`config.mk`:
```
export PLATFORM = sky130hd
export DESIGN_NAME = simd_operand_feeder
export DESIGN_NICKNAME = d
export VERILOG_FILES = /design/src/rtl/simd_operand_feeder.sv
export SDC_FILE = /design/constraint.sdc
export NUM_CORES = 1
export LEC_CHECK = 0
export CAP_MARGIN = 30
export CORE_ASPECT_RATIO = 0.7
export CORE_UTILIZATION = 30
export CTS_CLUSTER_SIZE = 24
export DETAILED_ROUTE_END_ITERATION = 7
export SYNTH_ARGS = -nofsm -noshare
export SYNTH_HDL_FRONTEND = slang
export SYNTH_SLANG_ARGS = --single-unit
```
`constraint.sdc`:
```
create_clock -name clk -period 7.5 [get_ports clk]
set_clock_uncertainty 0.15 [all_clocks]
set_input_delay 1.125 -clock clk [delete_from_list [all_inputs] [get_ports clk]]
set_output_delay 1.125 -clock clk [all_outputs]
set_load 0.1 [all_outputs]
```
`src/rtl/simd_operand_feeder.sv`:
```
// Command-driven operand feeder: it buffers operand pairs in a small FIFO and issues bursts of them
// to a SIMD core. After each burst it inserts a fixed idle gap so the core pipeline can flush.
module simd_operand_feeder #(
  parameter int unsigned FIFO_DEPTH = 4,
  parameter int unsigned GAP_CYCLES = 8
) (
  input  logic         clk,
  input  logic         reset,
  input  logic         cmd_valid,
  output logic         cmd_ready,
  input  logic [2:0]   cmd_instruction,
  input  logic [5:0]   cmd_data_size,
  input  logic         op_valid,
  output logic         op_ready,
  input  logic [127:0] op_a,
  input  logic [127:0] op_b,
  output logic         valid_instruction,
  output logic [2:0]   instruction,
  output logic [5:0]   data_size,
  output logic         valid_data,
  output logic [127:0] mc_data_in_opa,
  output logic [127:0] mc_data_in_opb,
  output logic         busy,
  output logic         burst_done
);
  localparam int unsigned AW = $clog2(FIFO_DEPTH);
  localparam int unsigned CW = AW + 1;
  localparam int unsigned GW = $clog2(GAP_CYCLES) + 1;

  localparam logic [1:0] IDLE  = 2'd0;
  localparam logic [1:0] ISSUE = 2'd1;
  localparam logic [1:0] GAP   = 2'd2;

  logic [1:0]    state_q, state_d;
  logic [AW-1:0] wr_ptr_q, wr_ptr_d, rd_ptr_q, rd_ptr_d;
  logic [CW-1:0] count_q, count_d;
  logic [6:0]    issue_cnt_q, issue_cnt_d;
  logic [GW-1:0] gap_cnt_q, gap_cnt_d;
  logic [127:0]  mem_a_q [FIFO_DEPTH];
  logic [127:0]  mem_b_q [FIFO_DEPTH];

  logic          cmd_ready_q, cmd_ready_d;
  logic          op_ready_q, op_ready_d;
  logic          valid_instruction_q, valid_instruction_d;
  logic [2:0]    instruction_q, instruction_d;
  logic [5:0]    data_size_q, data_size_d;
  logic          valid_data_q, valid_data_d;
  logic [127:0]  opa_q, opa_d, opb_q, opb_d;
  logic          busy_q, busy_d;
  logic          burst_done_q, burst_done_d;

  logic          push, pop;

  always_comb begin
    // Pop decisions use the pre-push occupancy, so a freshly written pair is never bypassed.
    push = op_valid && op_ready_q;
    pop  = (state_q == ISSUE) && (count_q != '0);

    wr_ptr_d = push ? wr_ptr_q + AW'(1) : wr_ptr_q;
    rd_ptr_d = pop  ? rd_ptr_q + AW'(1) : rd_ptr_q;
    count_d  = count_q + CW'(push) - CW'(pop);

    state_d       = state_q;
    issue_cnt_d   = issue_cnt_q;
    gap_cnt_d     = gap_cnt_q;
    instruction_d = instruction_q;
    data_size_d   = data_size_q;
    opa_d         = opa_q;
    opb_d         = opb_q;

    case (state_q)
      IDLE: begin
        if (cmd_valid && cmd_ready_q) begin
          state_d       = ISSUE;
          instruction_d = cmd_instruction;
          data_size_d   = cmd_data_size;
          issue_cnt_d   = '0;
        end
      end
      ISSUE: begin
        if (pop) begin
          issue_cnt_d = issue_cnt_q + 7'd1;
          if (issue_cnt_q == {1'b0, data_size_q}) begin
            state_d   = GAP;
            gap_cnt_d = '0;
          end
        end
      end
      GAP: begin
        if (gap_cnt_q == GW'(GAP_CYCLES - 1)) begin
          state_d = IDLE;
        end else begin
          gap_cnt_d = gap_cnt_q + GW'(1);
        end
      end
      default: state_d = IDLE;
    endcase

    if (pop) begin
      opa_d = mem_a_q[rd_ptr_q];
      opb_d = mem_b_q[rd_ptr_q];
    end

    // Outputs are registered from next-state values so they line up with the state they describe.
    cmd_ready_d         = (state_d == IDLE);
    op_ready_d          = (count_d != CW'(FIFO_DEPTH));
    valid_instruction_d = (state_d == ISSUE);
    valid_data_d        = pop;
    busy_d              = (state_d != IDLE);
    burst_done_d        = (state_d == GAP) && (gap_cnt_d == GW'(GAP_CYCLES - 1));
  end

  always_ff @(posedge clk) begin
    if (push) begin
      mem_a_q[wr_ptr_q] <= op_a;
      mem_b_q[wr_ptr_q] <= op_b;
    end
  end

  always_ff @(posedge clk) begin
    if (reset) begin
      state_q             <= IDLE;
      wr_ptr_q            <= '0;
      rd_ptr_q            <= '0;
      count_q             <= '0;
      issue_cnt_q         <= '0;
      gap_cnt_q           <= '0;
      cmd_ready_q         <= 1'b0;
      op_ready_q          <= 1'b0;
      valid_instruction_q <= 1'b0;
      instruction_q       <= '0;
      data_size_q         <= '0;
      valid_data_q        <= 1'b0;
      opa_q               <= '0;
      opb_q               <= '0;
      busy_q              <= 1'b0;
      burst_done_q        <= 1'b0;
    end else begin
      state_q             <= state_d;
      wr_ptr_q            <= wr_ptr_d;
      rd_ptr_q            <= rd_ptr_d;
      count_q             <= count_d;
      issue_cnt_q         <= issue_cnt_d;
      gap_cnt_q           <= gap_cnt_d;
      cmd_ready_q         <= cmd_ready_d;
      op_ready_q          <= op_ready_d;
      valid_instruction_q <= valid_instruction_d;
      instruction_q       <= instruction_d;
      data_size_q         <= data_size_d;
      valid_data_q        <= valid_data_d;
      opa_q               <= opa_d;
      opb_q               <= opb_d;
      busy_q              <= busy_d;
      burst_done_q        <= burst_done_d;
    end
  end

  assign cmd_ready         = cmd_ready_q;
  assign op_ready          = op_ready_q;
  assign valid_instruction = valid_instruction_q;
  assign instruction       = instruction_q;
  assign data_size         = data_size_q;
  assign valid_data        = valid_data_q;
  assign mc_data_in_opa    = opa_q;
  assign mc_data_in_opb    = opb_q;
  assign busy              = busy_q;
  assign burst_done        = burst_done_q;
endmodule

```
==> flow_summary.ini <==
[placement]
placed_area_sq_um = 57060
place_congestion = 0.7407
placed_cells = 5229
io_buffers = 539
hpwl_microns = 68640

[cts]
clk_latency_ns = 0.76
cts_tree = done
cts-buffers-inserted = 135
htree_num_levels = 4
path_clk_slew_ns = 0.06
cts.sinks = 1315
clockBufferDepth = 3
postCtsSetupBuffers = 0
cts_root_buf = clkbuf_16
hold_buffers = 0
cts_resized = 0

[worst_setup_path]
reg2reg_depth = 9
required_ns = 8.03
r2r_slack_ns = 3.25
reg2reg_to = mc_data_in_opb[107]
worstSetupPathType = register to register
r2r-start = state_q[1]
cp-start-kind = register
crit_path_end_kind = register
crit_fanout = 116
cp.arrival_ns = 4.78

[power]
p_leak_nw = 19.14
internal_power_mw = 13.43
p_clk_frac = 0.365
sw_frac_of_total = 0.2727
p_seq_frac = 0.469
comb_power_share = 0.166
powerDensity_nw_per_um2 = 299.9
switchingPower_mw = 5.035
ir_drop_v = 0.0001922

[route]
drt_first_pass_iters = 5
ant_nets = 0
via_per_inst = 4.603
drcViolationCount = 0
drtIter0Drc = 1834
vias = 25280
wl_microns = 116400
wl_per_cell_microns = 21.19

[grt]
antenna_found_initial = 28
grt_start_max_net_pins = 140
grt_pass1_vias = 25760
grt_use_total = 0.1456
grt_pass1_wl_microns = 171900
grt_overflow = 0

[layout]
area_growth_pct = 30.54
layout-drive-gt1-share = 0.1753
final_cells = 5492
utilization = 0.3952
final_area_sq_um = 61570
nets = 3557

[hold_path]
whs_endpoint = mc_data_in_opb[14]
min_path_cells = 2
hp-start = mc_data_in_opb[14]
hold_path.class = register to register

[timing]
slew_headroom = 0.2367
tightest_slew_ns = 1.145
final_hold_viol_count = 0
slew_viol_final = 0
max_freq_mhz = 235.4
rsz0062_at_grt = no
period_share = 0.5664
final.min_clock_period_ns = 4.248
finalSetupTns_ns = 0
setup_viol = 0

[yosys]
syn_avg_cell_area_sq_um = 17.85
yosys_warnings = 0
yosysMostFrequentCell = edfxtp_1
synth_commonest_cells = edfxtp_1 (1,024), nand2_1 (543), dfxtp_1 (291)
yosysSeqAreaShare = 0.7754
synth_top_area_cell = edfxtp_1
synth_edf_count = 1024
synthArstFlopShare = 0
netlist_top_cells_area = edfxtp_1 (65%), dfxtp_1 (12%), mux4_2 (12%), nand2_1 (4.3%), a21oi_1 (2.9%)
netlist_instances = 2643
ys.flop_type = edfxtp_1
synth-seq-cells = 1315
ys_types = 49
synth_area_sq_um = 47170
syn-num-nets = 2925
synth_top_cell_area_share = 0.6519

[die]
io_pins = 540
initial_core_util = 0.3028
die_w_microns = 475.9
die_area_sq_um = 158800
core_area_sq_um = 155800
dieHeight_microns = 333.7
rows = 121

[status]
outcome = complete, no violations

[flow_run]
maxCapViolCount = 0
[kinds of logic (layout without fill, tap and decap cells)]
logic type	Yosys count	after routing	share of synthesized area
other	0	13	0
xor gates and xnor gates	16	16	0.002971
adders and majority gates	13	13	0.003608
DFF	1315	1315	0.7754
AOI/OAI and AO/OA	290	290	0.03287
muxes	258	258	0.1227
buffers and inverters	160	905	0.01366
and+or+nand+nor	591	591	0.04873
[cell usage in the layout (no fill, tap or decap), types with 3 or more instances in the layout]
master / count
nor3_1: 3
buf_4: 26
edfxtp_1: 1024
nand3_1: 7
ha_1: 12
clkdlybuf4s50_1: 530
dfxtp_1: 289
clkinv_8: 5
clkinv_1: 15
nand2_1: 543
a21oi_1: 270
clkbuf_16: 137
clkinv_2: 22
inv_8: 3
mux4_2: 256
xor2_1: 9
clkbuf_1: 32
bufinv_16: 9
and3_4: 4
clkbuf_8: 13
inv_1: 9
inv_6: 5
diode_2: 13
clkinvlp_4: 3
buf_16: 76
nor2_1: 17
xnor2_1: 7
buf_12: 12
clkinv_16: 3
[registers in the layout, summed over array words and instances, names as in the netlist]
register           count
mem_a_q              512
mc_data_in_opb       128
cmd_ready              1
rd_ptr_q               2
data_size              6
issue_cnt_q            7
wr_ptr_q               2
burst_done             1
gap_cnt_q              4
busy                   1
mem_b_q              512
count_q                3
op_ready               1
valid_data             1
instruction            3
state_q                2
mc_data_in_opa       128
valid_instruction      1
[metrics by stage]
stage	total power [mW]	hold WS (ns)	setup slack (ns)
after detailed placement	11.94	0.2959	3.292
after global placement	11.69	0.2917	3.427
after CTS	18.76	0.3044	3.296
final	18.46	0.3018	3.252
after floorplan	10.80	0.3192	2.599
after global routing	19.18	0.3202	3.093
[critical path, cell delays in order (launching register included)]
cell	delay, ns
dfxtp_1	0.37
inv_1	0.11
ha_1	0.31
o31ai_4	0.14
buf_4	0.58
buf_4	0.56
buf_12	0.34
buf_4	0.71
nand2_1	0.15
a21oi_1	0.19
[layer usage]
| metal | track usage | share of wire | vias up |
|---|---|---|---|
| met2 | 0.2319 | 0.49 | 670 |
| met3 | 0.03848 | 0.064 | 188 |
| met4 | 0.04703 | 0.025 | 26 |
| met1 | 0.1927 | 0.42 | 12990 |
| li1 | - | - | 11410 |
| met5 | 0.002741 | 0.0015 | - |
[cell type report]
cell class	count	area [sq um]
Clock inverter	68	754.5
Timing Repair Buffer	645	7848
Clock buffer	182	3727
Inverter	10	45.04
Multi-Input combinational cell	1168	9967
Sequential cell	1315	36580
Antenna cell	13	32.53
Fill cell	13970	94210
Tap cell	2091	2616
[power groups by stage]
stage          clock network (mW)  logic (mW)  registers (mW)
2_1_floorplan                   0        1.12            9.68
3_3_place_gp                    0        2.89            8.79
3_5_place_dp                    0        3.13            8.81
4_1_cts                      6.96        3.14            8.66
5_1_grt                      7.22        3.25            8.71
6_report                     6.74        3.07            8.66
[how the worst max path moves through the flow]
stage,start,slack (ns),endpoint,cells after the start
2_1_floorplan,op_ready,2.60,mem_a_q[1][0],1
3_3_place_gp,state_q[1],3.43,mc_data_in_opb[110],9
3_5_place_dp,state_q[1],3.29,mc_data_in_opb[107],9
4_1_cts,state_q[1],3.30,mc_data_in_opb[107],9
5_1_grt,state_q[1],3.09,mc_data_in_opb[107],9
6_report,state_q[1],3.25,mc_data_in_opb[107],9
Note: power is estimated with default switching activity, not from simulation.
